## config.mk

```make
export PLATFORM = sky130hd
export DESIGN_NAME = onehot_decoder_seq
export DESIGN_NICKNAME = d
export VERILOG_FILES = /design/src/rtl/onehot_decoder_seq.sv
export SDC_FILE = /design/constraint.sdc
export NUM_CORES = 1
export LEC_CHECK = 0
export ABC_AREA = 1
export BUFFER_PORTS_ARGS = -buffer_cell sky130_fd_sc_hd__buf_4
export CORE_MARGIN = 8
export CORE_UTILIZATION = 55
export DETAILED_ROUTE_END_ITERATION = 10
export PLACE_DENSITY = 0.78
export SLEW_MARGIN = 25
export SYNTH_ARGS = -nofsm -noshare
export SYNTH_HDL_FRONTEND = slang
export SYNTH_SLANG_ARGS = --single-unit
```

## constraint.sdc

```tcl
create_clock -name clk -period 1.5 [get_ports clk]
set_input_delay 0.15 -clock clk [delete_from_list [all_inputs] [get_ports clk]]
set_output_delay 0.15 -clock clk [all_outputs]
set_load 0.03 [all_outputs]
```

## src/rtl/onehot_decoder_seq.sv

```systemverilog
// Registered N-to-2^N one-hot select sequencer with a valid/ready request port.
// It has two modes: single (one slot) and scan (every output in turn, starting at sel).
// Each slot lasts hold+1 enabled cycles.
// Optional build macro: DEC_GAP_EN inserts a one-cycle all-zero GAP between scan slots
// (break-before-make).
// Ports:
//   clk, rst_n          clock, async active-low reset
//   en                  advance enable; low freezes the sequencer
//   in_valid/in_ready   request handshake (ready only when idle)
//   sel, hold, mode     request fields, sampled on accept
//   y, busy, done       registered one-hot outputs, activity flag, completion pulse
module onehot_decoder_seq #(
  parameter int N      = 2,
  parameter int HOLD_W = 4
) (
  input  logic                clk,
  input  logic                rst_n,
  input  logic                en,
  input  logic                in_valid,
  output logic                in_ready,
  input  logic [N-1:0]        sel,
  input  logic [HOLD_W-1:0]   hold,
  input  logic                mode,
  output logic [(1<<N)-1:0]   y,
  output logic                busy,
  output logic                done
);

  localparam int W = 1 << N;

  typedef enum logic [1:0] {
    IDLE   = 2'd0,
`ifdef DEC_GAP_EN
    GAP    = 2'd2,
`endif
    ACTIVE = 2'd1
  } state_t;

  state_t              state;
  logic [N-1:0]        idx;
  logic [N-1:0]        visited;
  logic [HOLD_W-1:0]   cnt;
  logic [HOLD_W-1:0]   hold_r;
  logic                mode_r;

  function automatic logic [W-1:0] onehot(input logic [N-1:0] i);
    logic [W-1:0] v;
    v    = '0;
    v[i] = 1'b1;
    return v;
  endfunction

  assign in_ready = (state == IDLE);

  always_ff @(posedge clk or negedge rst_n) begin
    if (!rst_n) begin
      state   <= IDLE;
      idx     <= '0;
      visited <= '0;
      cnt     <= '0;
      hold_r  <= '0;
      mode_r  <= 1'b0;
      y       <= '0;
      busy    <= 1'b0;
      done    <= 1'b0;
    end else begin
      // done is a single-cycle pulse; it is only raised on a slot end below.
      done <= 1'b0;
      case (state)
        IDLE: begin
          // Acceptance is deliberately not gated by en.
          if (in_valid) begin
            idx     <= sel;
            cnt     <= hold;
            hold_r  <= hold;
            mode_r  <= mode;
            visited <= '0;
            y       <= onehot(sel);
            busy    <= 1'b1;
            state   <= ACTIVE;
          end else begin
            y    <= '0;
            busy <= 1'b0;
          end
        end

        ACTIVE: begin
          if (en) begin
            if (cnt != '0) begin
              cnt <= cnt - 1'b1;
            end else if (!mode_r || (visited == {N{1'b1}})) begin
              // Last slot of the request.
              y     <= '0;
              busy  <= 1'b0;
              done  <= 1'b1;
              state <= IDLE;
            end else begin
              idx     <= idx + 1'b1;   // wraps modulo 2^N
              visited <= visited + 1'b1;
              cnt     <= hold_r;
`ifdef DEC_GAP_EN
              y       <= '0;
              state   <= GAP;
`else
              y       <= onehot(idx + 1'b1);
`endif
            end
          end
        end

`ifdef DEC_GAP_EN
        GAP: begin
          // idx already points at the next slot.
          if (en) begin
            y     <= onehot(idx);
            state <= ACTIVE;
          end
        end
`endif

        default: begin
          state <= IDLE;
          y     <= '0;
          busy  <= 1'b0;
        end
      endcase
    end
  end

endmodule

```

# Yosys cells after proc, flatten, opt, wreduce, memory -nomap -nowiden
# Index checks and enable logic that the tools add are counted.
dict set report totals {
  register_bits 21
  word_cells 75
  output_inout_bits 7
  input_bits 11
}
dict set report classes {
  mux 38
  order_cmp 4
  n_eq_ne 8
  n_reduce_logical 13
  add_sub_neg 3
}
# operator n
set op_table {}
lappend op_table {{$mux W4} 8}
lappend op_table {{$mux W2} 12}
lappend op_table {{$pmux W4 S2} 2}
lappend op_table {{$pmux W2 S2} 3}
lappend op_table {{$mux W1} 10}
lappend op_table {{$ne A2 B2 Y1 const B} 5}
lappend op_table {{$reduce_and A4 Y1} 2}
lappend op_table {{$lt A2 B3 Y1 const B} 2}
lappend op_table {{$reduce_and A5 Y1} 1}
lappend op_table {{$add A2 B1 Y2 const B} 2}
lappend op_table {{$demux W1 S2} 2}
lappend op_table {{$ge A2 B1 Y1 const B} 2}
lappend op_table {{$reduce_and A2 Y1} 2}
lappend op_table {{$reduce_bool A4 Y1} 1}
lappend op_table {{$sub A4 B1 Y4 const B} 1}
lappend op_table {{$ne A3 B3 Y1 const B} 1}
lappend op_table {{$reduce_and A3 Y1} 1}
lappend op_table {{$eq A2 B1 Y1 const B} 1}
lappend op_table {{$eq A2 B2 Y1 const B} 1}
lappend op_table {{$logic_and A1 B1 Y1} 2}
lappend op_table {{$logic_not A2 Y1} 1}
lappend op_table {{$pmux W1 S2} 1}
lappend op_table {{$reduce_bool A2 Y1} 1}
lappend op_table {{$logic_not A1 Y1} 1}
lappend op_table {{$logic_or A1 B1 Y1} 1}

# Logic depth before layout (Yosys ltp)
dict set report depth {
  depth_word 9
  ltp_mapped 9
  depth_no_buf 9
}

# Least setup slack after synthesis
# OpenSTA, ideal clock, no wires.
dict set report synth_timing {
  path_type {register -> register}
  startpoint {register cnt[0]}
  endpoint {register cnt[0]}
  stages_incl_launch_ff 10
  setup_time_ns 0.116
  path_buffers 0
  setup_slack_ns 0.220
  required_ns 1.384
  arrival_ns 1.163
  synth_period_minus_slack_ns 1.280
  path_cell_list {dfrtp_1 > inv_1 > ha_1 > nand2_4 > nand2_4 > nand3_2 > nand2_4 > inv_2 > nand2_1 > nand2_1}
}
dict set report synth_via {
  elab_chain_len 4
  elab_cells_between_ends 7
  classes_between {add/sub (1); eq/ne (1); mux (3); reduce/logical (2)}
}
# element line_no
set synth_rtl {}
lappend synth_rtl {{start: declaration} 42} ;# logic [HOLD_W-1:0] cnt;
lappend synth_rtl {{start signal: assignment} 74} ;# cnt <= hold;
lappend synth_rtl {{start signal: assignment} 90} ;# cnt <= cnt - 1'b1;
lappend synth_rtl {{start signal: assignment} 100} ;# cnt <= hold_r;
lappend synth_rtl {{$sub A4 B1 Y4 / $reduce_bool A4 Y1 (equally long branches)} {90, 89}}
lappend synth_rtl {{$mux W4} 89} ;# if (cnt != '0) begin
lappend synth_rtl {{$mux W4} 88} ;# if (en) begin
lappend synth_rtl {{$pmux W4 S2} 69} ;# case (state)
# Parallel ways exist; a longest one is shown, timed or not. The select of a mux whose other input is x is not followed.
# A chain may end at the register's enable or synchronous reset.

# Worst setup path after layout
dict set report layout_timing {
  startpoint {register cnt[0]}
  endpoint {register cnt[1]}
}
# Same word-level chain as after synthesis.

==> qor.csv <==
stage,metric,value,unit
worst_setup_path,CP Launch Type,flip-flop,
sta,Worst slew margin,81.0,%
cells_and_area,share of cells above drive strength 1,22.7,%
synthesis,Synth Cell Area,0.00115,sq mm
worst_setup_path,kind of critical path,flip-flop to flip-flop,
placement,Area after DPL,0.00130,sq mm
cells_and_area,"most common cell after layout, fill and taps aside",nand2_1,
cells_and_area,Area growth syn-to-layout,20.0,%
worst_setup_path,Worst Setup EP,cnt[1],
cells_and_area,FILL cells,170,
synthesis,post-synthesis sequential area ratio,43.7,%
grt,routing usage on met3,3.55,%
grt,M1 GR Usage,18.0,%
sta,unrepaired setup endpoints after global routing,no,
power,Flop pwr share,32.0,%
grt,first-pass GRT wire length,4130,microns
cts,H-tree Lvls,1,
floorplan,I/O pin cnt,18,
detailed_routing,Iteration-0 DRC Markers,22,
detailed_routing,Detailed Routing Iterations Pass 1,4,
worst_setup_path,Critical Path End Type,flip-flop,
cells_and_area,most frequent cells in the layout,"53 x nand2_1, 20 x dfrtp_1, 19 x buf_4, 14 x inv_1, 10 x nand3_1",
sta,Final Hold Vio Count,0,
power,Leak Pwr,0.761,nW
synthesis,Yosys cell types,22,
detailed_routing,final WL,2340,microns
grt,total grt overflow,0,
placement,Detailed Place HPWL,1780,microns
floorplan,site row count,16,
sta,Max Fclk,738,MHz
detailed_routing,via count,953,
synthesis,#FFs+latches synth,20,
placement,input/output buffers,17,
floorplan,Initial Utilization,58.4,%
cts,CTS buffer count,3,
worst_setup_path,Setup crit start,cnt[0],
worst_setup_path,worst reg2reg path depth,9,
cts,Max clock buf depth,2,
cts,Worst-Skew Late Latency,0.30,ns
power,Clk network pwr share,15.1,%
synthesis,Post-Syn Instances,141,
grt,Total GRT Usage,14.5,%
power,VDD IR max,1020,uV
grt,grt peak-use layer,met2,
cts,clock slew at reported path FFs,0.12,ns
sta,"Setup violations, final",0,
cells_and_area,Nets,181,
worst_setup_path,crit path DAT,1.57,ns
floorplan,die width,61.7,microns
synthesis,Syn. warnings,0,
run,# Max-Cap Violations,0,
placement,Placer Congestion,0.834,
cts,Clock Tree Root,clkbuf_4,
power,Sw Share,44.6,%
detailed_routing,ANT nets after route,0,
synthesis,post-synth net total,158,
sta,skew final,0.0107,ns
cts,CTS Sinks,20,
sta,Final min period,1.36,ns
synthesis,Syn Area/Cell,8.13,sq um
grt,initial antenna violation count,0,
cells_and_area,final instance area,0.00138,sq mm
detailed_routing,Post-route DRC,0,
floorplan,Die Span Y,61.7,microns
sta,setup TNS,0,ns
placement,Place WS,0.109,ns
floorplan,Core Region,0.00196,sq mm
sta,final worst setup slack,0.144,ns
worst_setup_path,terminus of the critical flop-to-flop path,cnt[1],
status,outcome,finished clean,
power,Comb power frac,52.8,%
worst_setup_path,Critical Path RT,1.71,ns
grt,pin count of the biggest net entering global routing,21,
power,Power Internal,0.00160,W
sta,Worst Tran Pin Value,0.282,ns
min_path,Hold WC Path Type,primary input to flip-flop,
worst_setup_path,CP max FO,7,
sta,Hold WS,0.0425,ns
grt,met2 Usage GRT,23.8,%
cts,Post-CTS Setup Inserts,0,
sta,max-slew violations,0,
detailed_routing,vias per cell,5.02,
cts,CTS tree,built,
power,P_sw,0.00129,W
worst_setup_path,"reg-to-reg slack, setup",0.14,ns
cells_and_area,n_diodes,0,
detailed_routing,routed len/inst,12.3,microns
power,pwr/cell area,2100,mW/mm^2
floorplan,die outline area,0.00380,sq mm
grt,vias in the first global route,973,
sta,Final Cycle Share,90.4,%
worst_setup_path,FF-to-FF Start,cnt[0],
-- cell type report --
cell class	instances	area (sq um)	area share (%)
clock buffers	3	22.5	1.64
clock inverters	1	30.0	2.18
inverters	15	56.3	4.09
multi-input cells	104	579	42.1
flip-flops and latches	20	500	36.4
well taps	27	33.8	2.46
repair buffers	20	153	11.1
-- per-layer routing --
metal / part of all wire, % / vias to the layer above
met4: 0.64 / 0
met1: 46 / 439
met2: 48 / 21
met3: 5.9 / 2
met5: 0 / -
li1: - / 491
-- timing repair --
action | in CTS | in global routing
hold buffers | 1 | 0
gates resized for setup | 0 | 2
endpoints found under the hold margin | 20 | 0
endpoints found under the setup margin | 0 | 5
-- worst min-delay path by stage --
stage	start	endpoint	cells after the start
floorplan	rst_n	busy	0
global placement	rst_n	hold_r[2]	1
detailed placement	rst_n	hold_r[2]	1
CTS	hold[2]	hold_r[2]	3
global route	hold[1]	hold_r[1]	3
finish	hold[2]	hold_r[2]	3
-- power by group through the flow --
stage	combinational (W)	sequential, W	clock [W]
floorplan	0.00106	0.00101	0
global placement	0.00144	0.000920	0
detailed placement	0.00148	0.000936	0
CTS	0.00149	0.000927	0.000452
global route	0.00174	0.000958	0.000472
finish	0.00153	0.000925	0.000437
-- critical path, cell delays in order, from the launching register on --
cell and delay [ns]:
dfrtp_1 0.41, inv_1 0.14, ha_4 0.18, nand2_4 0.09, nand2_4 0.11, nand3_2 0.09
nand2_4 0.11, inv_2 0.04, nand2_1 0.06, nand2_1 0.05
-- stage by stage --
step	instances	util, %	total power (W)
finish	190	70.1	0.00289
global route	190	70.1	0.00317
CTS	190	69.5	0.00287
detailed placement	185	66.3	0.00242
global placement	185	66.3	0.00236
floorplan	141	-	0.00207
-- cell usage after synthesis, drive strengths merged --
library cell   n  area, sq um
a21oi          1         5.00
buf            2         22.5
dfrtp         20          500
ha             6         75.1
inv           15         56.3
nand2         60          273
nand3         11         60.1
nand4          3         18.8
nor2           9         55.1
nor4           1         6.26
o21a           1         7.51
o21ai         10         53.8
o22ai          1         6.26
or2            1         6.26
-- logic make-up after synthesis --
| family | count (synthesis) | share of synthesized area (%) |
|---|---|---|
| and+or+nand+nor | 85 | 36.6 |
| AOI/OAI and AO/OA | 13 | 6.33 |
| adders and majority gates | 6 | 6.55 |
| DFF | 20 | 43.7 |
| buffers and inverters | 17 | 6.88 |
-- flip-flops by register name (all words and copies together), names as in the netlist --
signal and flops:
cnt 4, hold_r 4, y 4, idx 2, visited 2, busy 1
done 1, mode_r 1, state 1
Power figures use the tool's default switching activity.
